**src/rtl/wb_write_queue_pkg.sv**
```systemverilog
// ---------------------------------------------------------------------------
// wb_write_queue_pkg
// Shared constants for the register-file writeback path: bus widths, the
// zero word, write-enable encodings and the default writeback queue depth.
// No ports (package only).
// ---------------------------------------------------------------------------
package wb_write_queue_pkg;

    localparam int RegBus       = 32;  // register data width
    localparam int RegAddrBus   = 5;   // register address width
    localparam int RegNumLog2   = 5;   // log2 of the number of registers
    localparam int WbQueueDepth = 4;   // default writeback queue depth

    localparam logic [RegBus-1:0] ZeroWord     = '0;
    localparam logic              WriteEnable  = 1'b1;
    localparam logic              WriteDisable = 1'b0;

endpackage

```
**src/rtl/wb_write_queue_fwd_match.sv**
```systemverilog
// ---------------------------------------------------------------------------
// wb_fwd_match
// Combinational priority search over the writeback queue storage. Returns
// the newest valid entry (closest to the tail) whose address equals q_addr.
//
// Ports:
//   ent_addr  in  per-entry destination register
//   ent_data  in  per-entry write data
//   ent_valid in  per-entry occupied bit
//   tail      in  next write slot; the newest entry sits at tail-1
//   q_addr    in  lookup address (0 never hits)
//   hit       out a matching pending write exists
//   data      out data of the newest match, 0 on a miss
// ---------------------------------------------------------------------------
module wb_fwd_match #(
    parameter int DEPTH  = 4,
    parameter int ADDR_W = 5,
    parameter int DATA_W = 32
) (
    input  logic [DEPTH-1:0][ADDR_W-1:0] ent_addr,
    input  logic [DEPTH-1:0][DATA_W-1:0] ent_data,
    input  logic [DEPTH-1:0]             ent_valid,
    input  logic [$clog2(DEPTH)-1:0]     tail,
    input  logic [ADDR_W-1:0]            q_addr,
    output logic                         hit,
    output logic [DATA_W-1:0]            data
);

    localparam int PTR_W = $clog2(DEPTH);

    logic [PTR_W-1:0] idx;

    // Walk from the oldest slot (tail-DEPTH == tail) to the newest
    // (tail-1); a later match overrides an earlier one, so the newest wins.
    always_comb begin
        hit  = 1'b0;
        data = '0;
        idx  = '0;
        if (q_addr != '0) begin
            for (int k = DEPTH; k >= 1; k--) begin
                idx = tail - PTR_W'(k);
                if (ent_valid[idx] && (ent_addr[idx] == q_addr)) begin
                    hit  = 1'b1;
                    data = ent_data[idx];
                end
            end
        end
    end

endmodule

```
**src/rtl/wb_write_queue.sv**
```systemverilog
// ---------------------------------------------------------------------------
// wb_write_queue
// In-order writeback buffer in front of the register file's single write
// port, with two forwarding lookup ports for decode.
//
// Optional feature macro: WB_QUEUE_BYPASS_EN -- when defined, a request
// arriving at an empty, unheld queue is written straight through in the
// same cycle instead of being enqueued.
//
// Ports:
//   clk, rst                 clock (rising edge), async active-low reset
//   in_valid/in_ready        writeback request handshake
//   in_waddr, in_wdata       request address / data (addr 0 is dropped)
//   wb_hold                  write port borrowed this cycle; no drain
//   we, waddr, wdata         register file write port
//   q_addr1/q_hit1/q_data1   forwarding lookup, port 1
//   q_addr2/q_hit2/q_data2   forwarding lookup, port 2
//   count                    number of occupied entries
//
// Handshake: a request transfers on a rising edge where in_valid and
// in_ready are both high; in_ready depends only on registered state.
// ---------------------------------------------------------------------------
module wb_write_queue
    import wb_write_queue_pkg::*;
#(
    parameter int DEPTH  = WbQueueDepth,
    parameter int DATA_W = RegBus,
    parameter int ADDR_W = RegAddrBus
) (
    input  logic                     clk,
    input  logic                     rst,
    input  logic                     in_valid,
    output logic                     in_ready,
    input  logic [ADDR_W-1:0]        in_waddr,
    input  logic [DATA_W-1:0]        in_wdata,
    input  logic                     wb_hold,
    output logic                     we,
    output logic [ADDR_W-1:0]        waddr,
    output logic [DATA_W-1:0]        wdata,
    input  logic [ADDR_W-1:0]        q_addr1,
    output logic                     q_hit1,
    output logic [DATA_W-1:0]        q_data1,
    input  logic [ADDR_W-1:0]        q_addr2,
    output logic                     q_hit2,
    output logic [DATA_W-1:0]        q_data2,
    output logic [$clog2(DEPTH):0]   count
);

    localparam int PTR_W = $clog2(DEPTH);
    localparam int CNT_W = PTR_W + 1;

    logic [DEPTH-1:0][ADDR_W-1:0] ent_addr;
    logic [DEPTH-1:0][DATA_W-1:0] ent_data;
    logic [DEPTH-1:0]             ent_valid;
    logic [PTR_W-1:0]             head;
    logic [PTR_W-1:0]             tail;
    logic [CNT_W-1:0]             cnt;

    logic deq;
    logic enq;
    logic bypass;

    // Gated by rst so the port reads as not-ready while reset is held.
    assign in_ready = rst && (cnt < CNT_W'(DEPTH));
    assign deq      = rst && (cnt != '0) && !wb_hold;
    assign count    = cnt;

`ifdef WB_QUEUE_BYPASS_EN
    assign bypass = rst && (cnt == '0) && !wb_hold && in_valid && (in_waddr != '0);
`else
    assign bypass = 1'b0;
`endif

    // Address-0 writes are architecturally void: accepted, never stored.
    assign enq = in_valid && in_ready && (in_waddr != '0) && !bypass;

    always_comb begin
        we    = WriteDisable;
        waddr = '0;
        wdata = '0;
        if (deq) begin
            we    = WriteEnable;
            waddr = ent_addr[head];
            wdata = ent_data[head];
        end else if (bypass) begin
            we    = WriteEnable;
            waddr = in_waddr;
            wdata = in_wdata;
        end
    end

    // enq and deq never touch the same slot: head==tail means empty
    // (no deq) or full (no enq).
    always_ff @(posedge clk or negedge rst) begin
        if (!rst) begin
            head      <= '0;
            tail      <= '0;
            cnt       <= '0;
            ent_valid <= '0;
            ent_addr  <= '0;
            ent_data  <= '0;
        end else begin
            if (enq) begin
                ent_addr[tail]  <= in_waddr;
                ent_data[tail]  <= in_wdata;
                ent_valid[tail] <= 1'b1;
                tail            <= tail + 1'b1;
            end
            if (deq) begin
                ent_valid[head] <= 1'b0;
                head            <= head + 1'b1;
            end
            case ({enq, deq})
                2'b10:   cnt <= cnt + 1'b1;
                2'b01:   cnt <= cnt - 1'b1;
                default: cnt <= cnt;
            endcase
        end
    end

    wb_fwd_match #(.DEPTH(DEPTH), .ADDR_W(ADDR_W), .DATA_W(DATA_W)) u_match1 (
        .ent_addr  (ent_addr),
        .ent_data  (ent_data),
        .ent_valid (ent_valid),
        .tail      (tail),
        .q_addr    (q_addr1),
        .hit       (q_hit1),
        .data      (q_data1)
    );

    wb_fwd_match #(.DEPTH(DEPTH), .ADDR_W(ADDR_W), .DATA_W(DATA_W)) u_match2 (
        .ent_addr  (ent_addr),
        .ent_data  (ent_data),
        .ent_valid (ent_valid),
        .tail      (tail),
        .q_addr    (q_addr2),
        .hit       (q_hit2),
        .data      (q_data2)
    );

endmodule

```
**config.mk**
```make
export PLATFORM = sky130hd
export DESIGN_NAME = wb_write_queue
export DESIGN_NICKNAME = d
export VERILOG_FILES = /design/src/rtl/wb_write_queue_pkg.sv /design/src/rtl/wb_write_queue_fwd_match.sv /design/src/rtl/wb_write_queue.sv
export SDC_FILE = /design/constraint.sdc
export NUM_CORES = 1
export LEC_CHECK = 0
export BUFFER_PORTS_ARGS = -buffer_cell sky130_fd_sc_hd__buf_2
export CORE_MARGIN = 2
export CORE_UTILIZATION = 45
export CTS_BUF_LIST = sky130_fd_sc_hd__clkbuf_4
export CTS_CLUSTER_SIZE = 10
export DETAILED_ROUTE_END_ITERATION = 6
export GPL_ROUTABILITY_DRIVEN = 0
export SYNTH_ARGS = -nofsm -noshare
export SYNTH_HDL_FRONTEND = slang
export SYNTH_SLANG_ARGS = --single-unit
```
**constraint.sdc**
```tcl
create_clock -name clk -period 5.4 [get_ports clk]
set_clock_uncertainty 0.2 [all_clocks]
set_input_delay 0.54 -clock clk [delete_from_list [all_inputs] [get_ports clk]]
set_output_delay 0.54 -clock clk [all_outputs]
set_load 0.02 [all_outputs]
```
Word-level counts from Yosys, hierarchy flattened
Cells that the tools add are included.

Reduce and logical (&&, ||, !) cells: 21. Magnitude comparators: 8. Bitwise operators: 3. $add $sub $neg: 7. Equal/unequal tests: 10. Muxes and demuxes: 64.

Operators by type and width (count): $mux 32 (17); $bmux 32 s2 (5); $bwmux 128 (1); $demux 32 s2 (1); $bmux 5 s2 (5); $eq 5x5->1 (8); $mux 5 (7); $bwmux 20 (1); $mux 1 (17); $logic_and 1x1->1 (15); $lt 2x3->1 const B (5); $reduce_bool 5->1 (3); $demux 5 s2 (1); $bmux 1 s2 (4); $mux 4 (2); $pmux 3 s2 (1); $add 2x1->2 const B (2); $and 4x4->4 (1); $demux 1 s2 (2); $ge 2x1->1 const B (2); $not 4->4 (1); $or 4x4->4 (1); $sub 2x2->2 const B (2); $add 3x1->3 const B (1); 8 further kinds (8).

Register bits: 159. Output and inout bits: 108. Bits of input ports: 51. Word-level logic and storage cells: 125.

Longest topological paths before layout
Depth in word-level cells: 9. Depth in mapped cells: 17. Mapped depth without buffers: 10.

Cells and area by module
From an unflattened synthesis, not the netlist that was laid out.

Cell total of the unflattened synthesis: 1864. Area total of the unflattened synthesis: 18024.8 um^2.

Modules (own cells, without submodules): wb_fwd_match (cells each 705, sequential area each 0.0 um^2, instances 2, area each 5355.1 um^2); wb_write_queue (cells each 454, sequential area each 3978.8 um^2, instances 1, area each 7314.5 um^2).

Worst setup path before layout
OpenSTA, ideal clock, no wires.

Path kind: register to output. Start: register tail[0]. End: output port q_data2[10]. Stages on the path, launching flop included: 17. Buffers on the path: 8. Setup slack: 0.910 ns. Arrival time: 3.750 ns. Data required time: 4.660 ns. Cells stage by stage: dfrtp_1 buf_6 buf_12 buf_12 buf_4 clkinv_1 clkbuf_1 ha_1 buf_6 buf_6 mux4_2 xnor2_1 nand4_1 clkbuf_1 nor3_1 o221ai_2 a21oi_1.

Cells in the longest elaborated chain, start to end: 9. Elaborated cells between the ends (all ways): 40. Those cells by class: 3 x add/sub; 4 x eq/ne; 29 x mux; 4 x reduce/logical.

RTL lines: start, declared (line wb_write_queue.sv:56) `logic [PTR_W-1:0] tail;`; start signal, assigned (line wb_write_queue.sv:107) `tail <= tail + 1'b1;`; $sub 2x2->2 or $bmux 5 s2 (tied branches) (line wb_write_queue_fwd_match.sv:41, wb_write_queue_fwd_match.sv:42); $bmux 5 s2 or $mux 5 (tied branches) (line wb_write_queue_fwd_match.sv:42) `if (ent_valid[idx] && (ent_addr[idx] == q_addr)) begin`; $mux 5 (implied by the code) or $eq 5x5->1 (tied branches) (line wb_write_queue_fwd_match.sv:42); $eq 5x5->1 or $logic_and 1x1->1 (tied branches) (line wb_write_queue_fwd_match.sv:42); $logic_and 1x1->1 or $mux 32 (tied branches) (line wb_write_queue_fwd_match.sv:42); $mux 32 (2 in a row) (line wb_write_queue_fwd_match.sv:42); $mux 32 * (line wb_write_queue_fwd_match.sv:42); $mux 32 * (line wb_write_queue_fwd_match.sv:39) `if (q_addr != '0) begin`; end, declared (line wb_write_queue.sv:45) `output logic [DATA_W-1:0] q_data2,`.

Every way passes the cells marked *; elsewhere a longest branch is shown, timed or not. The select of a mux whose other input is x is not followed.

Worst setup path in the final report
Start: register tail[1]. End: output port q_data2[10].

Same word-level chain as after synthesis.

==> impl_metrics.json <==
{
  "outcome": "complete, no violations",
  "synth_edf_count": 0,
  "dpl.hpwl_um": 31260,
  "ioPinCount": 159,
  "hold_class": "in -> reg",
  "period_minus_slack_ns": 5.165,
  "fin_setup_tns_ns": 0,
  "r2r_start": "tail[1]$_DFFE_PN0N_",
  "start_util_pct": 46.00,
  "synthTopCellsByCount": "mux2_2 (208), a21oi_1 (176), dfrtp_1 (159)",
  "cp-start-kind": "register",
  "clock-sinks": 159,
  "slew_headroom_pct": 29.78,
  "cts_resized": 0,
  "ys_async_sr_fraction_pct": 100.0,
  "yosys_warnings": 0,
  "grt_pass1_wl_um": 75160,
  "dr.first_iter.drc_count": 1334,
  "crit_chain": "inv_2 > ha_4 > buf_4 > mux4_2 > xnor2_1 > nand4_1 > buf_4 > nor2_4 > buf_4 > o221ai_2 > a21oi_1 > buf_2",
  "syn-cell-area_mm2": 0.01459,
  "post_drt_wl_per_cell_um": 25.19,
  "fin_nets": 1573,
  "crit_arrival_ns": 4.42,
  "rsz0062_at_grt": "false",
  "fp.dieW_um": 184.1,
  "die_area_mm2": 0.03388,
  "dp_slack_ns": 0.8349,
  "grt_antenna_before_repair": 2,
  "total_power_mw": 12.17,
  "route.detailed.drc": 0,
  "cp_max_fo": 31,
  "hp-start": "in_wdata[21]",
  "finalCritPeriodShare_pct": 95.65,
  "totalWireLength_um": 48570,
  "first_pass_iters": 7,
  "via_count": 12757,
  "ys_seq_elements": 159,
  "synth_area_leaders": "dfrtp_1 (27%), mux2_2 (16%), mux4_2 (15%), o221ai_2 (6.1%), a21oi_1 (6.0%)",
  "synth_nets": 1479,
  "cpMaxStageDelayCell": "dfrtp_2",
  "cts_buffers": 17,
  "finalHoldViolations": 0,
  "avgSynthCellArea_um2": 10.29,
  "netlist_instances": 1418,
  "coreArea_mm2": 0.03172,
  "drv_slew": 0,
  "fill_cells": 2979,
  "clockRootBuffer": "clkbuf_4",
  "crit_top_cell": "buf_4",
  "worstMarginPinSlew_ns": 1.051,
  "clockBufferDepth": 2,
  "yosysMostFrequentCell": "mux2_2",
  "portBuffers": 158,
  "p_leak_nw": 6.497,
  "synth_area_leader_cell": "dfrtp_1",
  "setup_violations": 0,
  "cts_tree": "done",
  "maxCapViolCount": 0,
  "std_cell_rows": 65,
  "ant_nets": 0,
  "grtUsageTotal_pct": 28.94,
  "power_density_mw_per_mm2": 756.5,
  "routed_via_density": 6.617,
  "clk_transition_reported_paths_ns": 0.14,
  "end_kind": "output pin",
  "ys.flop_type": "dfrtp_1",
  "max_freq_mhz": 193.6,
  "htreeDepth": 4,
  "hold_slack_ns": 0.02397,
  "fin_ws_ns": 0.2351,
  "ir_drop_mv": 0.4789,
  "yosys.cell_types.count": 48,
  "slowest_delay_ns": 0.63,
  "grt_start_max_net_pins": 126,
  "drive_above_1_share_pct": 43.21,
  "clk_latency_ns": 0.59,
  "cp-startpoint": "tail[1]$_DFFE_PN0N_",
  "seq_area_frac_synth_pct": 27.27,
  "first_global_vias": 12858,
  "yosysTopAreaCellShare_pct": 27.27,
  "crit_required_ns": 4.66,
  "crit_type": "reg -> out",
  "grt.overflow.total": 0,
  "die_height_um": 184.1,
  "syn_to_final_growth_pct": 10.27
}
-- cells in the final DEF (no fill, tap or decap), types with 3 or more instances in the layout --
| master | n |
|---|---|
| mux2_2 | 208 |
| a21oi_1 | 176 |
| buf_2 | 157 |
| dfrtp_1 | 155 |
| o21ai_0 | 117 |
| mux4_2 | 95 |
| nand2_1 | 78 |
| nor3_1 | 67 |
| mux2i_1 | 66 |
| o221ai_2 | 59 |
| buf_4 | 51 |
| xnor2_1 | 42 |
| and2_1 | 39 |
| nor2_1 | 33 |
| a21oi_2 | 30 |
| dlygate4sd3_1 | 21 |
| clkbuf_4 | 19 |
| inv_1 | 11 |
| nand4_1 | 9 |
| ha_1 | 8 |
| o21ai_1 | 6 |
| nand3_1 | 5 |
| nor3_4 | 4 |
| nand2_2 | 4 |
| a22oi_1 | 4 |
| inv_6 | 4 |
| clkinvlp_4 | 4 |
| and3_1 | 3 |
| o211ai_1 | 3 |
| mux4_1 | 3 |
| a31oi_1 | 3 |
| clkinv_4 | 3 |
| dfrtp_2 | 3 |
| buf_12 | 3 |
-- registers in the layout, summed over array words and instances, names as in the netlist --
signal,cells
ent_data,128
count,3
ent_addr,20
ent_valid,4
tail,2
head,2
-- stage by stage --
stage	std cells	utilization, %	cell area [um^2]
2_1_floorplan	1418	-	14590
3_3_place_gp	1870	49.18	15600
3_5_place_dp	1870	49.18	15600
4_1_cts	1923	50.63	16060
5_1_grt	1928	50.73	16090
6_report	1928	50.73	16090
-- kinds of logic after synthesis --
group | after synthesis | synth area share, %
AOI/OAI and AO/OA | 406 | 19.10
xor gates and xnor gates | 45 | 2.753
adders and majority gates | 10 | 0.9090
buffers and inverters | 171 | 5.651
DFF | 159 | 27.27
muxes | 372 | 35.78
and+or+nand+nor | 255 | 8.532
-- worst paths after layout --
kind                                                  end  slack (ns)  depth (start not counted)
min in group asynchronous         ent_addr[0]$_DFFE_PN0P_        0.24                          2
worst max-delay path                          q_data2[10]        0.24                         12
worst max register to register   ent_data[61]$_DFFE_PN0P_        2.26                          6
worst min-delay path            ent_data[117]$_DFFE_PN0P_        0.02                          2
worst min register to register       count[2]$_DFFE_PN0P_        0.33                          1
max in group asynchronous             tail[1]$_DFFE_PN0N_        2.78                          4
-- critical path, delay by kind of cell (launching register included) --
family / cells / cell delay [ns]
compound gates: 2 / 0.47
fa+ha+maj: 1 / 0.40
mux: 1 / 0.58
xor+xnor: 1 / 0.18
buf+inv: 5 / 1.29
simple gates: 2 / 0.26
flops: 1 / 0.63
-- final cells by class --
type | count | area [um^2] | area share, %
diodes | 1 | 2.502 | 0.01555
clock buffers | 19 | 142.6 | 0.8865
clock inverters | 13 | 107.6 | 0.6687
inverters | 13 | 48.80 | 0.3033
multi-input cells | 1088 | 9849 | 61.21
flip-flops and latches | 159 | 3986 | 24.77
well taps | 402 | 503.0 | 3.126
repair buffers | 233 | 1450 | 9.012
-- what timing repair did --
action,in CTS,in global routing
hold buffers,21,0
endpoints found under the setup margin,0,8
hold endpoints to repair,117,0
setup buffers,0,4
-- power by group --
part	total (mW)	leakage (nW)	internal (mW)	switching, mW
Sequential	2.62	1.93	1.78	0.841
Clock	0.701	0.128	0.202	0.500
Combinational	8.85	4.43	3.85	5.00
Total	12.2	6.50	5.83	6.34
-- layer usage --
metal  share of wire, %  GRT usage, %  wire [um]  up-vias
li1                   -             -          -     5569
met1                 42         38.65      20440     6419
met2                 47         46.22      22660      651
met3                8.2         5.606       3969      116
met4                3.1         11.84       1484        2
met5              0.019             0          9        -
Power figures use the tool's default switching activity.
